==> src/rtl/lod_pkg.sv <==
// Shared widths, FSM state type and node record for the LOD interpolation sequencer.
// Pure declarations: no latency, no flow control.
package lod_pkg;
  localparam int XW         = 10;
  localparam int YW         = 8;
  localparam int GW         = 12;
  localparam int OW         = 10;
  localparam int AW         = 4;
  localparam int NSEG_DEF   = 8;
  localparam int IP_LAT_DEF = 2;

  typedef enum logic [1:0] {
    IDLE,
    SEARCH,
    LAT,
    RESP
  } lod_state_t;

  typedef struct packed {
    logic [XW-1:0] x;
    logic [YW-1:0] y;
  } node_t;
endpackage

==> src/rtl/lod_node_lut.sv <==
// Node position/value and segment gain register file: one write port, reads at k and k+1.
// Writes land on the clock edge; reads are combinational; the caller gates i_we.
module lod_node_lut
  import lod_pkg::*;
#(
  parameter int NSEG = NSEG_DEF
) (
  input  logic          i_clk,
  input  logic          i_rstb,
  input  logic          i_we,
  input  logic [AW-1:0] i_addr,
  input  logic [XW-1:0] i_xpos,
  input  logic [YW-1:0] i_yval,
  input  logic [GW-1:0] i_gain,
  input  logic [AW-1:0] i_k,
  output node_t         o_node_lo,
  output node_t         o_node_hi,
  output logic [GW-1:0] o_gain
);
  node_t         r_node [0:NSEG];
  logic [GW-1:0] r_gain [0:NSEG-1];
  logic [AW-1:0] w_k_hi;

  assign w_k_hi = i_k + AW'(1);

  // Last node has no segment to its right, so its gain is never stored.
  always_ff @(posedge i_clk or negedge i_rstb) begin
    if (!i_rstb) begin
      for (int i = 0; i <= NSEG; i++) r_node[i] <= '0;
      for (int i = 0; i < NSEG; i++) r_gain[i] <= '0;
    end else if (i_we) begin
      for (int i = 0; i <= NSEG; i++) begin
        if (i_addr == AW'(i)) r_node[i] <= '{x: i_xpos, y: i_yval};
      end
      for (int i = 0; i < NSEG; i++) begin
        if (i_addr == AW'(i)) r_gain[i] <= i_gain;
      end
    end
  end

  always_comb begin
    o_node_lo = '0;
    o_node_hi = '0;
    o_gain    = '0;
    for (int i = 0; i <= NSEG; i++) begin
      if (i_k == AW'(i))    o_node_lo = r_node[i];
      if (w_k_hi == AW'(i)) o_node_hi = r_node[i];
    end
    for (int i = 0; i < NSEG; i++) begin
      if (i_k == AW'(i)) o_gain = r_gain[i];
    end
  end
endmodule

==> src/rtl/lod_interp_seq.sv <==
// Piecewise-linear LOD sequencer: linear segment search, drives an external interpolator, returns its result.
// Latency (k+1)+(IP_LAT+1) cycles from accept; one sample in flight, result held until OUT_READY.
module lod_interp_seq
  import lod_pkg::*;
#(
  parameter int NSEG   = NSEG_DEF,
  parameter int IP_LAT = IP_LAT_DEF
) (
  input  logic          CLK,
  input  logic          RSTB,
  input  logic          IN_VALID,
  output logic          IN_READY,
  input  logic [XW-1:0] IN_X,
  output logic          OUT_VALID,
  input  logic          OUT_READY,
  output logic [OW-1:0] OUT_VAL,
  input  logic          CFG_WE,
  input  logic [AW-1:0] CFG_ADDR,
  input  logic [XW-1:0] CFG_XPOS,
  input  logic [YW-1:0] CFG_YVAL,
  input  logic [GW-1:0] CFG_GAIN,
  output logic          CFG_ERR,
  output logic [XW-1:0] IP_CURRENT,
  output logic [GW-1:0] IP_GAIN,
  output logic [YW-1:0] IP_LEFT,
  output logic [YW-1:0] IP_RIGHT,
  input  logic [OW-1:0] IP_VAL
);
  localparam int CW = $clog2(IP_LAT + 2);

  lod_state_t    r_state;
  logic [XW-1:0] r_x;
  logic [AW-1:0] r_k;
  logic [CW-1:0] r_cnt;
  logic          r_in_rdy;
  logic          r_out_vld;
  logic [OW-1:0] r_out_val;
  logic          r_cfg_err;
  logic [XW-1:0] r_ip_cur;
  logic [GW-1:0] r_ip_gain;
  logic [YW-1:0] r_ip_left;
  logic [YW-1:0] r_ip_right;

  node_t         w_lo;
  node_t         w_hi;
  logic [GW-1:0] w_gain;
  logic          w_cfg_ok;
  logic          w_last_seg;
  logic [XW:0]   w_diff;
  logic          w_clamp_lo;
  logic          w_clamp_hi;
  logic          w_hit;

  assign w_cfg_ok   = CFG_WE && (r_state == IDLE) && (CFG_ADDR <= AW'(NSEG));
  assign w_last_seg = (r_k == AW'(NSEG - 1));

  // A borrow out of the 11-bit difference means the sample lies left of node k.
  assign w_diff     = {1'b0, r_x} - {1'b0, w_lo.x};
  assign w_clamp_lo = w_diff[XW];
  assign w_clamp_hi = w_last_seg && (r_x >= w_hi.x);
  assign w_hit      = (r_x < w_hi.x) || w_last_seg;

  lod_node_lut #(
    .NSEG (NSEG)
  ) u_lut (
    .i_clk     (CLK),
    .i_rstb    (RSTB),
    .i_we      (w_cfg_ok),
    .i_addr    (CFG_ADDR),
    .i_xpos    (CFG_XPOS),
    .i_yval    (CFG_YVAL),
    .i_gain    (CFG_GAIN),
    .i_k       (r_k),
    .o_node_lo (w_lo),
    .o_node_hi (w_hi),
    .o_gain    (w_gain)
  );

  always_ff @(posedge CLK or negedge RSTB) begin
    if (!RSTB) begin
      r_state    <= IDLE;
      r_x        <= '0;
      r_k        <= '0;
      r_cnt      <= '0;
      r_in_rdy   <= 1'b1;
      r_out_vld  <= 1'b0;
      r_out_val  <= '0;
      r_cfg_err  <= 1'b0;
      r_ip_cur   <= '0;
      r_ip_gain  <= '0;
      r_ip_left  <= '0;
      r_ip_right <= '0;
    end else begin
      r_cfg_err <= CFG_WE && !w_cfg_ok;
      case (r_state)
        IDLE: begin
          if (IN_VALID && r_in_rdy) begin
            r_x      <= IN_X;
            r_k      <= '0;
            r_in_rdy <= 1'b0;
            r_state  <= SEARCH;
          end
        end
        SEARCH: begin
          if (w_hit) begin
            r_cnt     <= '0;
            r_ip_gain <= w_gain;
            r_state   <= LAT;
            if (w_clamp_lo) begin
              r_ip_cur   <= '0;
              r_ip_left  <= w_lo.y;
              r_ip_right <= w_lo.y;
            end else if (w_clamp_hi) begin
              r_ip_cur   <= '0;
              r_ip_left  <= w_hi.y;
              r_ip_right <= w_hi.y;
            end else begin
              r_ip_cur   <= w_diff[XW-1:0];
              r_ip_left  <= w_lo.y;
              r_ip_right <= w_hi.y;
            end
          end else begin
            r_k <= r_k + AW'(1);
          end
        end
        LAT: begin
          // Interpolator inputs have been stable IP_LAT edges by the final count.
          if (r_cnt == CW'(IP_LAT)) begin
            r_out_val <= IP_VAL;
            r_out_vld <= 1'b1;
            r_state   <= RESP;
          end else begin
            r_cnt <= r_cnt + CW'(1);
          end
        end
        RESP: begin
          if (OUT_READY) begin
            r_out_vld <= 1'b0;
            r_in_rdy  <= 1'b1;
            r_state   <= IDLE;
          end
        end
        default: r_state <= IDLE;
      endcase
    end
  end

  assign IN_READY   = r_in_rdy;
  assign OUT_VALID  = r_out_vld;
  assign OUT_VAL    = r_out_val;
  assign CFG_ERR    = r_cfg_err;
  assign IP_CURRENT = r_ip_cur;
  assign IP_GAIN    = r_ip_gain;
  assign IP_LEFT    = r_ip_left;
  assign IP_RIGHT   = r_ip_right;
endmodule
==> config.mk <==
export PLATFORM = sky130hd
export DESIGN_NAME = lod_interp_seq
export DESIGN_NICKNAME = d
export VERILOG_FILES = /design/src/rtl/lod_pkg.sv /design/src/rtl/lod_node_lut.sv /design/src/rtl/lod_interp_seq.sv
export SDC_FILE = /design/constraint.sdc
export NUM_CORES = 1
export LEC_CHECK = 0
export BUFFER_PORTS_ARGS = -buffer_cell sky130_fd_sc_hd__buf_2
export CORE_ASPECT_RATIO = 0.7
export CORE_UTILIZATION = 25
export CTS_BUF_LIST = sky130_fd_sc_hd__clkbuf_16
export DETAILED_ROUTE_END_ITERATION = 8
export GPL_TIMING_DRIVEN = 1
export PLACE_DENSITY_LB_ADDON = 0.2
export SLEW_MARGIN = 40
export SYNTH_ARGS = -nofsm -noshare
export SYNTH_HDL_FRONTEND = slang
export SYNTH_SLANG_ARGS = --single-unit
==> constraint.sdc <==
create_clock -name CLK -period 5.1 [get_ports CLK]
set_clock_uncertainty 0.1 [all_clocks]
set_input_delay 0.255 -clock CLK [delete_from_list [all_inputs] [get_ports CLK]]
set_output_delay 0.255 -clock CLK [all_outputs]
set_load 0.03 [all_outputs]
==> results_dict.tcl <==
set metrics [dict create \
    max_cap_viol_count 0 \
    ys_warn_count 0 \
    muxShareOfSynthArea_pct 18.4 \
    grt_pass1_wl_um 83000 \
    power_w 0.00727 \
    synth_nets 1587 \
    grt_usage_pct 15.6 \
    postSynthCellCount 1496 \
    dp_cells 2453 \
    nets 1748 \
    synth-seq-cells 327 \
    grt_pass1_vias 13400 \
    leakagePower_nw 8.95 \
    core-area_mm2 0.0669 \
    hp-class "input port to register" \
    rows 79 \
    cts.htree.levels 2 \
    start_util_pct 25.5 \
    p_per_area_mw_per_mm2 354 \
    min_from "CFG_ADDR[3]" \
    final_area_mm2 0.0206 \
    avgRoutedWirePerCell_um 20.9 \
    drc 0 \
    dr.pass1.iters 5 \
    synth_top_family_by_area "multiplexers" \
    status "finished, final reports clean" \
    drive_gt1_share_pct 32.5 \
    fin_crit_ps 4830 \
    ant_nets 0 \
    insertion_delay_ps 580 \
    grt-ovfl-total 0 \
    via_per_inst 5.18 \
    startpoint "r_k[1]" \
    dieHeight_um 220 \
    ys_types 79 \
    synth_ff_type "dfrtp_1" \
    critPathLaunchType "register" \
    grt_max_degree 137 \
    most-common-layout-cells "dfrtp_1 (326), mux2_2 (275), buf_2 (108)" \
    yosysTopAreaCell "dfrtp_1" \
    crit_chain "inv_1 -> ha_2 -> buf_4 -> nor3b_4 -> buf_4 -> a221oi_1 -> nor3_1 -> o221ai_1 -> ha_1 -> and3_1 -> a31o_2 -> o32ai_2 -> buf_4 -> a221o_1" \
    syn_avg_cell_area_um2 11.4 \
    io_pins 110 \
    worst-setup-path-type "register to register" \
    cts.sinks 327 \
    yosysSeqAreaShare_pct 48.0 \
    drv_slew 0 \
    cts_buffers 39 \
    synth_top_area_share_pct 47.9 \
    worstPathArrival_ps 5180 \
    maxClockFrequency_mhz 207 \
    syn_to_final_growth_pct 20.6 \
    critPathRequiredTime_ps 5450 \
    max_stage_delay_ps 510 \
    dp_hpwl_um 38200 \
    synth_fa_ha_area_share_pct 2.39 \
    cts_root_buf "clkbuf_16" \
    synth.area.top_cells "dfrtp_1 (48%), mux2_2 (18%), a221oi_1 (3.0%)" \
    clk_path_buf_depth 3 \
    cp_max_fo 21 \
    critical_path.top_delay_family "compound AO/OA/AOI/OAI gates" \
    syn_area_mm2 0.0170 \
    fin_cells 2576 \
    wl_um 53900 \
    antenna_found_initial 5 \
    slowest_stage "nor3b_4" \
    die_w_um 314 \
    crit_buf_inv 4 \
    hold_viol_final 0 \
    synthXorXnorAreaFrac_pct 0.308 \
    synth_simple_gate_area_share_pct 9.34 \
    cpMostUsedCell "buf_4" \
    synth_compound_area_share_pct 18.0 \
    worstSetupEndpointType "register" \
    finalCritPeriodShare_pct 94.7 \
    numPortBuffers 109 \
    rsz0062_at_grt "no" \
    clk_pin_slew_ps 60 \
    final_util_pct 30.7 \
    finalSetupViolations 0 \
    worst_slew_pin_slew_ps 798 \
    cts_tree "yes" \
    finalSetupTns_ps 0 \
    final_common_cell "dfrtp_1" \
    drt_iter0_drc 1244 \
    vias 13400 \
    async_flop_share_pct 100 \
    synth_edf_count 0 \
    gp_congestion 0.846 \
    timing.rr.start "r_k[1]" \
    slew-limit-headroom_pct 46.7 \
    fp.dieArea_mm2 0.0692 \
    dpl_cell_area_mm2 0.0188 \
    ir_worst_vdd_mv 0.207 \
]
-- cells by family (layout without fill, tap and decap cells) --
group	after synthesis	in the layout
compound gates	409	409
flops	327	327
simple gates	309	309
mux	278	278
buf+inv	135	322
fa+ha+maj	32	32
xor+xnor	6	6
other cells	0	2
-- path summary, 6_finish.rpt --
check / endpoint / slack [ps] / cells past startpoint
setup / recovery: IP_LEFT[4] / 270 / 14
hold / removal: CFG_ERR / 10 / 3
setup reg to reg: IP_LEFT[4] / 270 / 14
hold reg to reg: IP_RIGHT[7] / 380 / 2
max in group asynchronous: u_lut.r_node[113] / 3780 / 4
min in group asynchronous: u_lut.r_node[67] / 30 / 2
-- power by group --
part | switching (W) | leakage [nW] | internal, W | total (W)
clock network | 0.00119 | 0.617 | 0.00155 | 0.00274
registers | 0.000383 | 4.09 | 0.00308 | 0.00346
logic | 0.000458 | 4.24 | 0.000611 | 0.00107
total | 0.00203 | 8.95 | 0.00524 | 0.00727
-- cells in the mapped netlist (9+ instances only) --
cell	number
nor2b_1	14
dfrtp_1	326
a22o_1	22
o22ai_1	23
clkbuf_1	58
and2_1	14
o221ai_1	15
mux2_2	275
a211oi_1	9
inv_1	27
nand2b_1	10
and3_1	9
a221oi_1	58
o21ai_0	51
o21ai_1	12
nand2_1	80
a21oi_1	60
nor2_1	83
nand3_1	17
a311oi_1	13
nand3b_1	14
a221o_1	25
ha_1	31
a21o_1	12
buf_2	37
a222oi_1	16
o2bb2ai_1	10
a31oi_1	15
a211o_1	13
a22oi_1	19
nor3_1	34
-- area by class of cell --
type | count | area (µm²)
Multi-Input combinational cell | 1034 | 8300
Inverter | 29 | 109
Tap cell | 891 | 1110
Clock buffer | 39 | 976
Sequential cell | 327 | 8180
Clock inverter | 28 | 235
Timing Repair Buffer | 226 | 1630
Fill cell | 6796 | 46400
Antenna cell | 2 | 5.00
-- flip-flops by register name, summed over array words and instances (netlist names) --
register	cells
IP_CURRENT	10
IN_READY	1
r_cnt	2
IP_RIGHT	8
u_lut.r_node	162
OUT_VAL	10
IP_GAIN	12
CFG_ERR	1
r_x	10
u_lut.r_gain	96
r_state	2
IP_LEFT	8
OUT_VALID	1
r_k	4
-- timing repair --
| item | CTS | global route |
|---|---|---|
| resized for setup | 0 | 1 |
| hold endpoints to repair | 327 | 0 |
| hold buffers | 50 | 0 |
| buffers inserted | 0 | 2 |
| endpoints found under the setup margin | 0 | 21 |
-- through the flow --
stage | setup slack [ps] | hold slack (ps)
2_1_floorplan | 887 | -141
3_3_place_gp | 295 | 248
3_5_place_dp | 164 | 255
4_1_cts | 154 | 0.832
5_1_grt | 2.19 | 15.4
6_report | 269 | 9.77
-- tightest hold or removal path, delay by kind of cell --
family                 cells  cell delay (ps)
AO/OA/AOI/OAI              1              140
buffers and inverters      1              130
AND/OR/NAND/NOR            1               60
-- layer usage --
metal | global-route usage, % | vias up | routed length (µm)
met5 | 0 | - | 38
met4 | 4.78 | 6 | 1320
met3 | 2.58 | 82 | 3000
met2 | 23.6 | 339 | 23500
met1 | 22.6 | 6901 | 26100
li1 | - | 6028 | -
Power figures use the tool's default switching activity.
